`src/rtl/inperiph.sv`:
```
// inperiph -- memory-mapped receive peripheral.
//
// An external byte source pushes bytes into a DEPTH-entry FIFO over a
// valid/ready handshake. The CPU inspects the FIFO head and status through
// four word registers and pops or clears the FIFO with control writes.
// A level interrupt is raised while occupancy is at or above a programmable
// threshold.
//
// Register map (daddr[3:2]):
//   0 DATA   R: {23'b0, valid, head_byte}            W: ignored
//   1 STATUS R: {16'b0, count[7:0], 5'b0, irq, full, empty}  W: ignored
//   2 CTRL   W: bit0 POP, bit1 CLEAR                 R: 0
//   3 THRESH R/W: [AW:0] threshold, 0 disables irq
//
// Ports:
//   clk       system clock, all state on posedge
//   reset     synchronous, active-high
//   daddr     CPU byte address (only [3:2] decoded)
//   drdata    combinational register read data
//   dwdata    CPU write data
//   dwe       byte write enables; a register write needs dwe[0]
//   in_valid  source presents in_data
//   in_data   byte from source
//   in_ready  FIFO can accept (count != DEPTH)
//   irq       registered level interrupt

module inperiph #(
  parameter int DEPTH = 16,
  parameter int AW    = 4
) (
  input  logic        clk,
  input  logic        reset,
  input  logic [31:0] daddr,
  output logic [31:0] drdata,
  input  logic [31:0] dwdata,
  input  logic [3:0]  dwe,
  input  logic        in_valid,
  input  logic [7:0]  in_data,
  output logic        in_ready,
  output logic        irq
);

  typedef enum logic [1:0] {
    REG_DATA   = 2'd0,
    REG_STATUS = 2'd1,
    REG_CTRL   = 2'd2,
    REG_THRESH = 2'd3
  } reg_sel_e;

  localparam logic [AW:0] FULL_CNT = (AW + 1)'(DEPTH);

  logic [7:0]    mem [DEPTH];
  logic [AW-1:0] wr_ptr;
  logic [AW-1:0] rd_ptr;
  logic [AW:0]   count;
  logic [AW:0]   thresh;

  reg_sel_e      sel;
  logic          empty;
  logic          full;
  logic          reg_wr;
  logic          ctrl_wr;
  logic          thresh_wr;
  logic          push_ok;
  logic          pop_ok;
  logic          clear;
  logic [7:0]    head_byte;

  assign sel       = reg_sel_e'(daddr[3:2]);
  assign empty     = (count == '0);
  assign full      = (count == FULL_CNT);
  assign in_ready  = !full;

  assign reg_wr    = dwe[0];
  assign ctrl_wr   = reg_wr && (sel == REG_CTRL);
  assign thresh_wr = reg_wr && (sel == REG_THRESH);

  assign push_ok   = in_valid && in_ready;
  assign pop_ok    = ctrl_wr && dwdata[0] && !empty;
  assign clear     = ctrl_wr && dwdata[1];

  assign head_byte = empty ? 8'h00 : mem[rd_ptr];

  // Storage is deliberately left out of reset; the pointers and count define
  // which entries are meaningful.
  always_ff @(posedge clk) begin
    if (push_ok) begin
      mem[wr_ptr] <= in_data;
    end
  end

  // CLEAR wins over a same-cycle push and pop: the handshaked byte is dropped
  // even though the source saw in_ready high.
  always_ff @(posedge clk) begin
    if (reset) begin
      wr_ptr <= '0;
      rd_ptr <= '0;
      count  <= '0;
    end else if (clear) begin
      wr_ptr <= '0;
      rd_ptr <= '0;
      count  <= '0;
    end else begin
      if (push_ok) begin
        wr_ptr <= wr_ptr + 1'b1;
      end
      if (pop_ok) begin
        rd_ptr <= rd_ptr + 1'b1;
      end
      unique case ({push_ok, pop_ok})
        2'b10:   count <= count + 1'b1;
        2'b01:   count <= count - 1'b1;
        default: count <= count;
      endcase
    end
  end

  always_ff @(posedge clk) begin
    if (reset) begin
      thresh <= '0;
    end else if (thresh_wr) begin
      thresh <= dwdata[AW:0];
    end
  end

  // irq is computed from the current registers, so it trails any change of
  // count or thresh by one cycle.
  always_ff @(posedge clk) begin
    if (reset) begin
      irq <= 1'b0;
    end else begin
      irq <= (thresh != '0) && (count >= thresh);
    end
  end

  always_comb begin
    drdata = '0;
    unique case (sel)
      REG_DATA:   drdata = {23'b0, !empty, head_byte};
      REG_STATUS: drdata = {16'b0, 8'(count), 5'b0, irq, full, empty};
      REG_CTRL:   drdata = '0;
      REG_THRESH: drdata = 32'(thresh);
      default:    drdata = '0;
    endcase
  end

  logic unused_bits;
  assign unused_bits = ^{daddr[31:4], daddr[1:0], dwdata[31:AW+1], dwe[3:1]};

endmodule
```
`config.mk`:
```
export PLATFORM = sky130hd
export DESIGN_NAME = inperiph
export DESIGN_NICKNAME = d
export VERILOG_FILES = /design/src/rtl/inperiph.sv
export SDC_FILE = /design/constraint.sdc
export NUM_CORES = 1
export LEC_CHECK = 0
export CORE_AREA = 2 2 87 152
export DETAILED_ROUTE_END_ITERATION = 6
export DIE_AREA = 0 0 89 154
export GPL_TIMING_DRIVEN = 1
export MAX_ROUTING_LAYER = met4
export PLACE_DENSITY = 0.79
export SYNTH_ARGS = -nofsm -noshare
export SYNTH_HDL_FRONTEND = slang
export SYNTH_SLANG_ARGS = --single-unit
```
`constraint.sdc`:
```
create_clock -name clk -period 3.3 [get_ports clk]
set_input_delay 0.66 -clock clk [delete_from_list [all_inputs] [get_ports clk]]
set_output_delay 0.66 -clock clk [all_outputs]
set_load 0.01 [all_outputs]
```
# After elaboration in Yosys (flattened, before gate mapping)
# Memory sizes are Yosys's and may differ from the RTL's. A register that Yosys moved wholly into a read port is not among the register bits.
# Cells that the tools add are included.
[op_classes]
add_sub_neg = 4
n_lt_le_gt_ge = 1
n_eq_ne = 6
n_mux = 7
n_reduce_logical = 14
[op_table]
columns = ["op", "n"]
rows = [
  ["one-hot mux 32 bit (4 select lines)", 1],
  ["one-hot mux 5 bit (2 select lines)", 1],
  ["adder 4 x 1 -> 4 bit (second input constant)", 2],
  ["two-way mux 4 bit", 2],
  ["two-way mux 8 bit", 1],
  ["logical AND 1 bit", 7],
  ["equality test 2 bit (second input constant)", 3],
  ["adder 5 x 1 -> 5 bit (second input constant)", 1],
  ["equality test 5 bit (second input constant)", 1],
  [">= comparator 5 bit", 1],
  ["logical NOT 5 bit", 1],
  ["nonzero test 5 bit", 1],
  ["subtractor 5 x 1 -> 5 bit (second input constant)", 1],
  ["equality test 2 x 1 -> 1 bit (second input constant)", 2],
  ["logical NOT 1 bit", 2],
  ["logical NOT 2 bit", 1],
  ["two-way mux 1 bit", 2],
  ["nonzero test 2 bit", 1],
  ["OR reduction 2 bit", 1],
]
[totals]
regBits = 19
ram_bits = 128
input_bits = 79
word_cells = 38
memories = 1
[mem_list]
columns = ["name", "words", "width", "read_ports", "rd_ports_with_merged_regs", "wr", "line_no", "source"]
rows = [
  ["mem", 16, 8, 1, 1, 1, "52", "logic [7:0] mem [DEPTH];"],
]

# Longest topological paths before layout
# Gate-level depths: netlist (run 1).
[logic_depth]
ltp_word = 6
mapped_depth = 13
mapped_depth_nobuf = 11

# Worst setup path after synthesis (run 1)
# Ideal clock, no wire load.
[synth_timing]
path_kind = "input-to-reg"
from = "input daddr[3]"
to = "register count[4]"
setup_time_ns = 0.070
arrival_ns = 2.917
required_ns = 3.230
slack_ns = 0.313
cell_stages = 12
path_buffers = 2
path_cell_list = "buf_2 nand4b_1 a21oi_1 ha_1 clkbuf_1 xor2_1 ha_1 a21oi_1 o221ai_1 a21oi_1 or3_1 a21oi_1"
[synth_between]
elab_chain_cells = 6
word_cells_on_any_way = 10
[synth_lines]
columns = ["item", "line_no", "source"]
rows = [
  ["from (decl)", "33", "input logic [31:0] daddr,"],
  ["equality test 2 bit *", "75", "assign ctrl_wr = reg_wr && (sel == REG_CTRL);"],
  ["logical AND 1 bit *", "75", ""],
  ["logical AND 1 bit * (2 in series)", "79", "assign pop_ok = ctrl_wr && dwdata[0] && !empty;"],
  ["named net pop_ok", "65", "logic pop_ok;"],
  ["equality test 2 x 1 -> 1 bit or equality test 2 bit (tied branches)", "110", "unique case ({push_ok, pop_ok})"],
  ["one-hot mux 5 bit (2 select lines) or nonzero test 2 bit (tied branches)", "-", ""],
  ["to (signal assigned)", "111", "2'b10: count <= count + 1'b1;"],
  ["to (signal assigned)", "112", "2'b01: count <= count - 1'b1;"],
  ["to (signal assigned)", "113", "default: count <= count;"],
  ["to (decl)", "55", "logic [AW:0] count;"],
]
# The timed path passes the listed nets; every way through them passes the cells marked *.
# A chain may end at the register's enable or synchronous reset.

==> results.cfg, run 1 <==
[logic_synthesis]
synth-simple-area-share_pct = 7.417
synth_mux_area_share_pct = 13.02
synthDistinctLibCells = 46
synthFlopType = edfxtp_1
synth-xor-area-share_pct = 1.217
async_reset_ff_share_pct = 0
synth-compound-area-share_pct = 4.675
ys_seq_area_share_pct = 66.45
synth_edf_count = 128
synth_top_family_by_area = multiplexers
synthCells = 410
ys_seq_elements = 151
synth_fa_ha_area_share_pct = 2.318
syn-cell-area_um2 = 6477
syn_avg_cell_area_um2 = 15.80
ys_warn_count = 0

[sta]
setup_slack_ns = 0.07747
finalCriticalPeriod_ns = 3.223
clock_skew_ns = 0.009557
max_freq_mhz = 310.3
tightest_slew_ns = 0.6122
slew_viol_final = 0
layout_worst_path_cycle_share_pct = 97.65
hold_viol = 0
setup_viol = 0
relSlewSlack_pct = 59.06

[run_status]
outcome = finished, final reports clean

[final_layout]
stdcell_count = 655
synthToLayoutAreaGrowth_pct = 20.84
final_cell_mix = edfxtp_1 (128), nor2_1 (36), buf_4 (30), mux4_2 (27), clkdlybuf4s50_1 (27)
final_common_cell = edfxtp_1
diodes = 0
drive_gt1_share_pct = 21.36
nNetsFinal = 565

[floorplan]
initial_utilization_pct = 52.10
chipHeight_um = 154
num_rows = 54
die-area_um2 = 13710
ios = 113
core_area_um2 = 12430
die_w_um = 89

[global_routing]
grt_pass1_wl_um = 21020
grtUsageTotal_pct = 22.33
grt_max_degree = 30
antenna_found_initial = 0
grt_overflow = 0
first_global_vias = 3795

[placed_design]
place_ws_ns = 0.01085
dp_cells = 618
io_buffers = 33
place_congestion = 0.8330
hpwl_um = 9090

[power_and_ir_drop]
power_per_cell_area_nw_per_um2 = 562.2
p_total_mw = 4.401
vdd_drop_max_uv = 453.9
leakagePower_nw = 2.748

[clock_network]
htreeDepth = 4
cts_buffers = 17
cts_buffer_depth = 2
tritoncts = done
cts.clk_slew.worst_paths_ns = 0.06
cts.sinks = 151
root_buffer = clkbuf_16
clock_latency_ns = 0.41
hold_buffers = 0

[route]
finalWirelength_um = 14160
wl_per_cell_um = 21.62
top_layer = met4
viasPerCell = 5.673
drc = 0
wl_met1_um = 4811
drt_iter0_drc = 357
wl_met3_um = 767
dr_wl_met2_um = 7981
dr.pass1.iters = 4
vias = 3716
final_antenna_net_count = 0

[min_path]
hold_class = register to register

[setup_path]
startpoint_type = register
end_kind = output pin
path_class = register to output pin
worst_ep_arrival_time_ns = 2.56
required_ns = 2.64
critPathSlowestCell = mux4_1
cp_cell_sequence = buf_4 -> buf_16 -> mux4_1 -> nand3_1 -> and3_1 -> o21ai_0 -> clkdlybuf4s50_1
cp_slowest_stage_delay_ns = 0.58
cp_max_fo = 16

[run]
drv_cap = 0
[cells in the mapped netlist, types with 7 or more instances]
library cell	n	area (µm²)
a211oi_1	7	52.55
a21oi_1	10	50.05
a22oi_1	7	52.55
buf_4	20	150.1
clkbuf_1	10	37.54
dfxtp_1	23	460.4
edfxtp_1	128	3844
ha_1	12	150.1
inv_1	13	48.80
mux2i_1	10	100.1
mux4_2	26	585.6
nand2_1	18	67.56
nand3_1	9	45.04
nor2_1	37	138.9
nor3_1	7	35.03
o21ai_0	7	35.03
xor2_1	7	61.31
[logic make-up (layout without fill, tap and decap cells)]
logic type / after synthesis / in the layout
AO/OA/AOI/OAI: 44 / 44
flip-flops: 151 / 151
other: 1 / 19
buffers and inverters: 53 / 112
adder cells (fa/ha/maj): 12 / 12
multiplexers: 42 / 42
AND/OR/NAND/NOR: 98 / 98
XOR/XNOR: 9 / 9
[area by class of cell]
type / instances / area (µm²)
inverter: 13 / 48.80
tap: 168 / 210.2
fill: 907 / 4604
clock inverter: 14 / 195.2
clock buffer: 18 / 429.2
multi-input combinational: 224 / 1973
timing repair buffer: 67 / 663.1
sequential: 151 / 4308
[worst max-delay path: cells and delay by family, from the launching register on]
family                 cells  cell delay, ns
AND/OR/NAND/NOR            2            0.31
multiplexers               1            0.58
flip-flops                 1            0.39
buffers and inverters      3            0.80
AO/OA/AOI/OAI              1            0.08
[where the power goes]
| group | internal, mW | switching [mW] |
|---|---|---|
| clock | 1.27 | 0.760 |
| combinational | 0.110 | 0.143 |
| sequential | 2.10 | 0.0176 |
[through the flow]
| stage | instance area, µm² | hold WS [ns] | setup TNS (ns) | util (%) |
|---|---|---|---|---|
| floorplan | 6545 | 0.4725 | 0 | - |
| global placement | 7064 | 0.4905 | 0 | 56.82 |
| detailed placement | 7064 | 0.4921 | 0 | 56.82 |
| CTS | 7804 | 0.5321 | 0 | 62.77 |
| global route | 7828 | 0.5603 | -0.01245 | 62.96 |
| finish | 7828 | 0.5322 | 0 | 62.96 |
[registers in the layout (all words and copies together) (netlist names), named ones only]
name    flops
irq         1
rd_ptr      4
count       5
mem       128
thresh      5
wr_ptr      4
[path summary, 6_finish.rpt]
kind / from / endpoint / slack [ns] / cells past startpoint
max: register / drdata[2] / 0.08 / 7
min: rd_ptr[3] / rd_ptr[3] / 0.53 / 2
max reg2reg: count[0] / count[4] / 0.63 / 10
min reg2reg: rd_ptr[3] / rd_ptr[3] / 0.53 / 2
[timing repair]
action	CTS	global route
setup endpoints to repair	8	6
pin swaps	0	1
resized for setup	10	10
setup buffers	2	1
cloned	2	0
[metal layers]
layer	GRT usage [%]	vias up
met3	4.026	36
li1	-	1672
met4	12.51	0
met1	22.86	1851
met5	-	-
met2	38.84	157
(Power assumes the default switching activity.)
==> inputs of run 2 (changes only) <==
--- a/config.mk
+++ b/config.mk
@@ -5,9 +5,9 @@
 export SDC_FILE = /design/constraint.sdc
 export NUM_CORES = 1
 export LEC_CHECK = 0
-export CORE_AREA = 2 2 87 152
+export CORE_AREA = 3 3 88 153
 export DETAILED_ROUTE_END_ITERATION = 6
-export DIE_AREA = 0 0 89 154
+export DIE_AREA = 0 0 91 156
 export GPL_TIMING_DRIVEN = 1
 export MAX_ROUTING_LAYER = met4
 export PLACE_DENSITY = 0.79
==> run 2 against run 1 <==
Count of clock-buffer cells in the layout is 1 higher. Worst setup slack better by 0.0017 ns. Power is 1.8% lower. Sequential power hardly changed. First-iteration DRC count is 24% lower. Clock power is 4% lower. Wire length is 1.3% higher. Critical path type unchanged. Critical endpoint is now drdata[7]. Final area is 0.58% lower.
==> results.cfg, run 2 (synthesis gave the netlist of run 1 again) <==
[placed_design]
hpwl_um = 9291
io_buffers = 33
place_congestion = 0.8618
dp_cells = 617
placed_cell_area_um2 = 7057

[route]
vias = 3744
dr.pass1.iters = 5
final_antenna_net_count = 0
finalWirelength_um = 14340
drc = 0
wl_per_cell_um = 21.86
drt_iter0_drc = 272
viasPerCell = 5.707

[power_and_ir_drop]
p_comb_share_pct = 6.0
p_clk_share_pct = 45.1
p_total_mw = 4.322
vdd_drop_max_uv = 433.7
p_seq_share_pct = 48.9
switching_share_pct = 21.14
power_per_cell_area_nw_per_um2 = 555.3
p_switching_mw = 0.9137
leakagePower_nw = 2.718
p_int_mw = 3.408

[floorplan]
num_rows = 54
ios = 113
initial_utilization_pct = 52.10
chipHeight_um = 156
die_w_um = 91
core_area_um2 = 12430
die-area_um2 = 14200

[clock_network]
cts_buffer_depth = 2
clock_latency_ns = 0.42
cts.clk_slew.worst_paths_ns = 0.06
hold_buffers = 0
cts_buffers = 17
cts.sinks = 151
tritoncts = done
root_buffer = clkbuf_16
htreeDepth = 4

[final_layout]
diodes = 0
postLayoutCellArea_um2 = 7782
drive_gt1_share_pct = 20.90
synthToLayoutAreaGrowth_pct = 20.15
final_cell_mix = edfxtp_1 (128), nor2_1 (36), buf_4 (31), clkdlybuf4s50_1 (29), mux4_2 (26)
top_regs = mem: 128 flops, count: 5 flops, thresh: 5 flops
nNetsFinal = 566
fin_util_pct = 62.60
regMostFlops = mem
fillers = 901
final_common_cell = edfxtp_1
largest_reg_flops = 128
stdcell_count = 656

[setup_path]
startpoint_type = register
path_class = register to output pin
end_kind = output pin
reg2reg_depth = 12
cp_max_fo = 11
required_ns = 2.64
worst_ep_arrival_time_ns = 2.56

[sta]
setup_viol = 0
clock_skew_ns = 0.01394
max_freq_mhz = 310.5
layout_worst_path_cycle_share_pct = 97.60
relSlewSlack_pct = 59.16
holdWs_ns = 0.5526
finalCriticalPeriod_ns = 3.221
tightest_slew_ns = 0.6107
slew_viol_final = 0
hold_viol = 0

[global_routing]
grtUsageTotal_pct = 21.62
antenna_found_initial = 0
grt_pass1_wl_um = 21620
first_global_vias = 3877
grt_overflow = 0
grt_max_degree = 30

[min_path]
hold_class = register to register
holdPathStages = 2

[run]
drv_cap = 0

[run_status]
outcome = finished, final reports clean
-- run 2: cell count changes in the layout (fill, tap and decap cells not counted), moves of 2 or more --
cell / previous run / this run
dlygate4sd2_1: 2 / 0
a22oi_2: 5 / 2
a22oi_1: 2 / 5
clkdlybuf4s50_1: 27 / 29
buf_12: 2 / 4
clkinv_1: 2 / 0
-- run 2: layout make-up --
type / instances / area [µm²] / share of cell area, %
Tap cell: 168 / 210.2 / 2.701
Inverter: 13 / 48.80 / 0.6270
Multi-Input combinational cell: 224 / 1958 / 25.16
Timing Repair Buffer: 68 / 653.1 / 8.392
Sequential cell: 151 / 4309 / 55.37
Clock buffer: 19 / 432.9 / 5.563
Clock inverter: 13 / 170.2 / 2.186
-- run 2: per-stage QoR --
stage          setup slack (ns)  setup TNS, ns
3_5_place_dp           -0.01710       -0.01710
6_report                0.07913              0
4_1_cts                0.002079              0
5_1_grt                -0.01412       -0.01412
3_3_place_gp            0.04251              0
2_1_floorplan            0.3130              0
-- run 2: repair_timing --
item,in CTS,in global routing
endpoints found under the setup margin,8,8
resized for setup,6,10
setup buffers,5,2
pin swaps,0,2
-- run 2: power groups by stage --
stage	combinational [mW]	sequential (mW)	clock (mW)
floorplan	0.154	2.15	0
global placement	0.231	2.15	0
detailed placement	0.242	2.15	0
CTS	0.249	2.11	1.97
global route	0.279	2.12	2.05
finish	0.258	2.11	1.95
-- run 2: critical path, cell delays in order, from the launching register on --
cell	delay (ns)
dfxtp_4	0.41
buf_12	0.17
mux4_2	0.51
nor2b_1	0.15
a211oi_1	0.30
a211oi_2	0.10
clkdlybuf4s50_1	0.50
-- run 2: final timing paths --
check	start	endpoint	slack, ns
worst max register to register	count[3]	count[4]	0.79
worst min register to register	rd_ptr[3]	register	0.55
worst min-delay path	rd_ptr[3]	register	0.55
worst max-delay path	register	drdata[7]	0.08
-- run 2: layer usage --
layer / track usage [%] / vias up / wire (µm)
met5: - / - / 0
met4: 9.856 / 0 / 522
met3: 5.502 / 38 / 791
met2: 40.44 / 165 / 8258
met1: 20.35 / 1867 / 4767
li1: - / 1674 / -
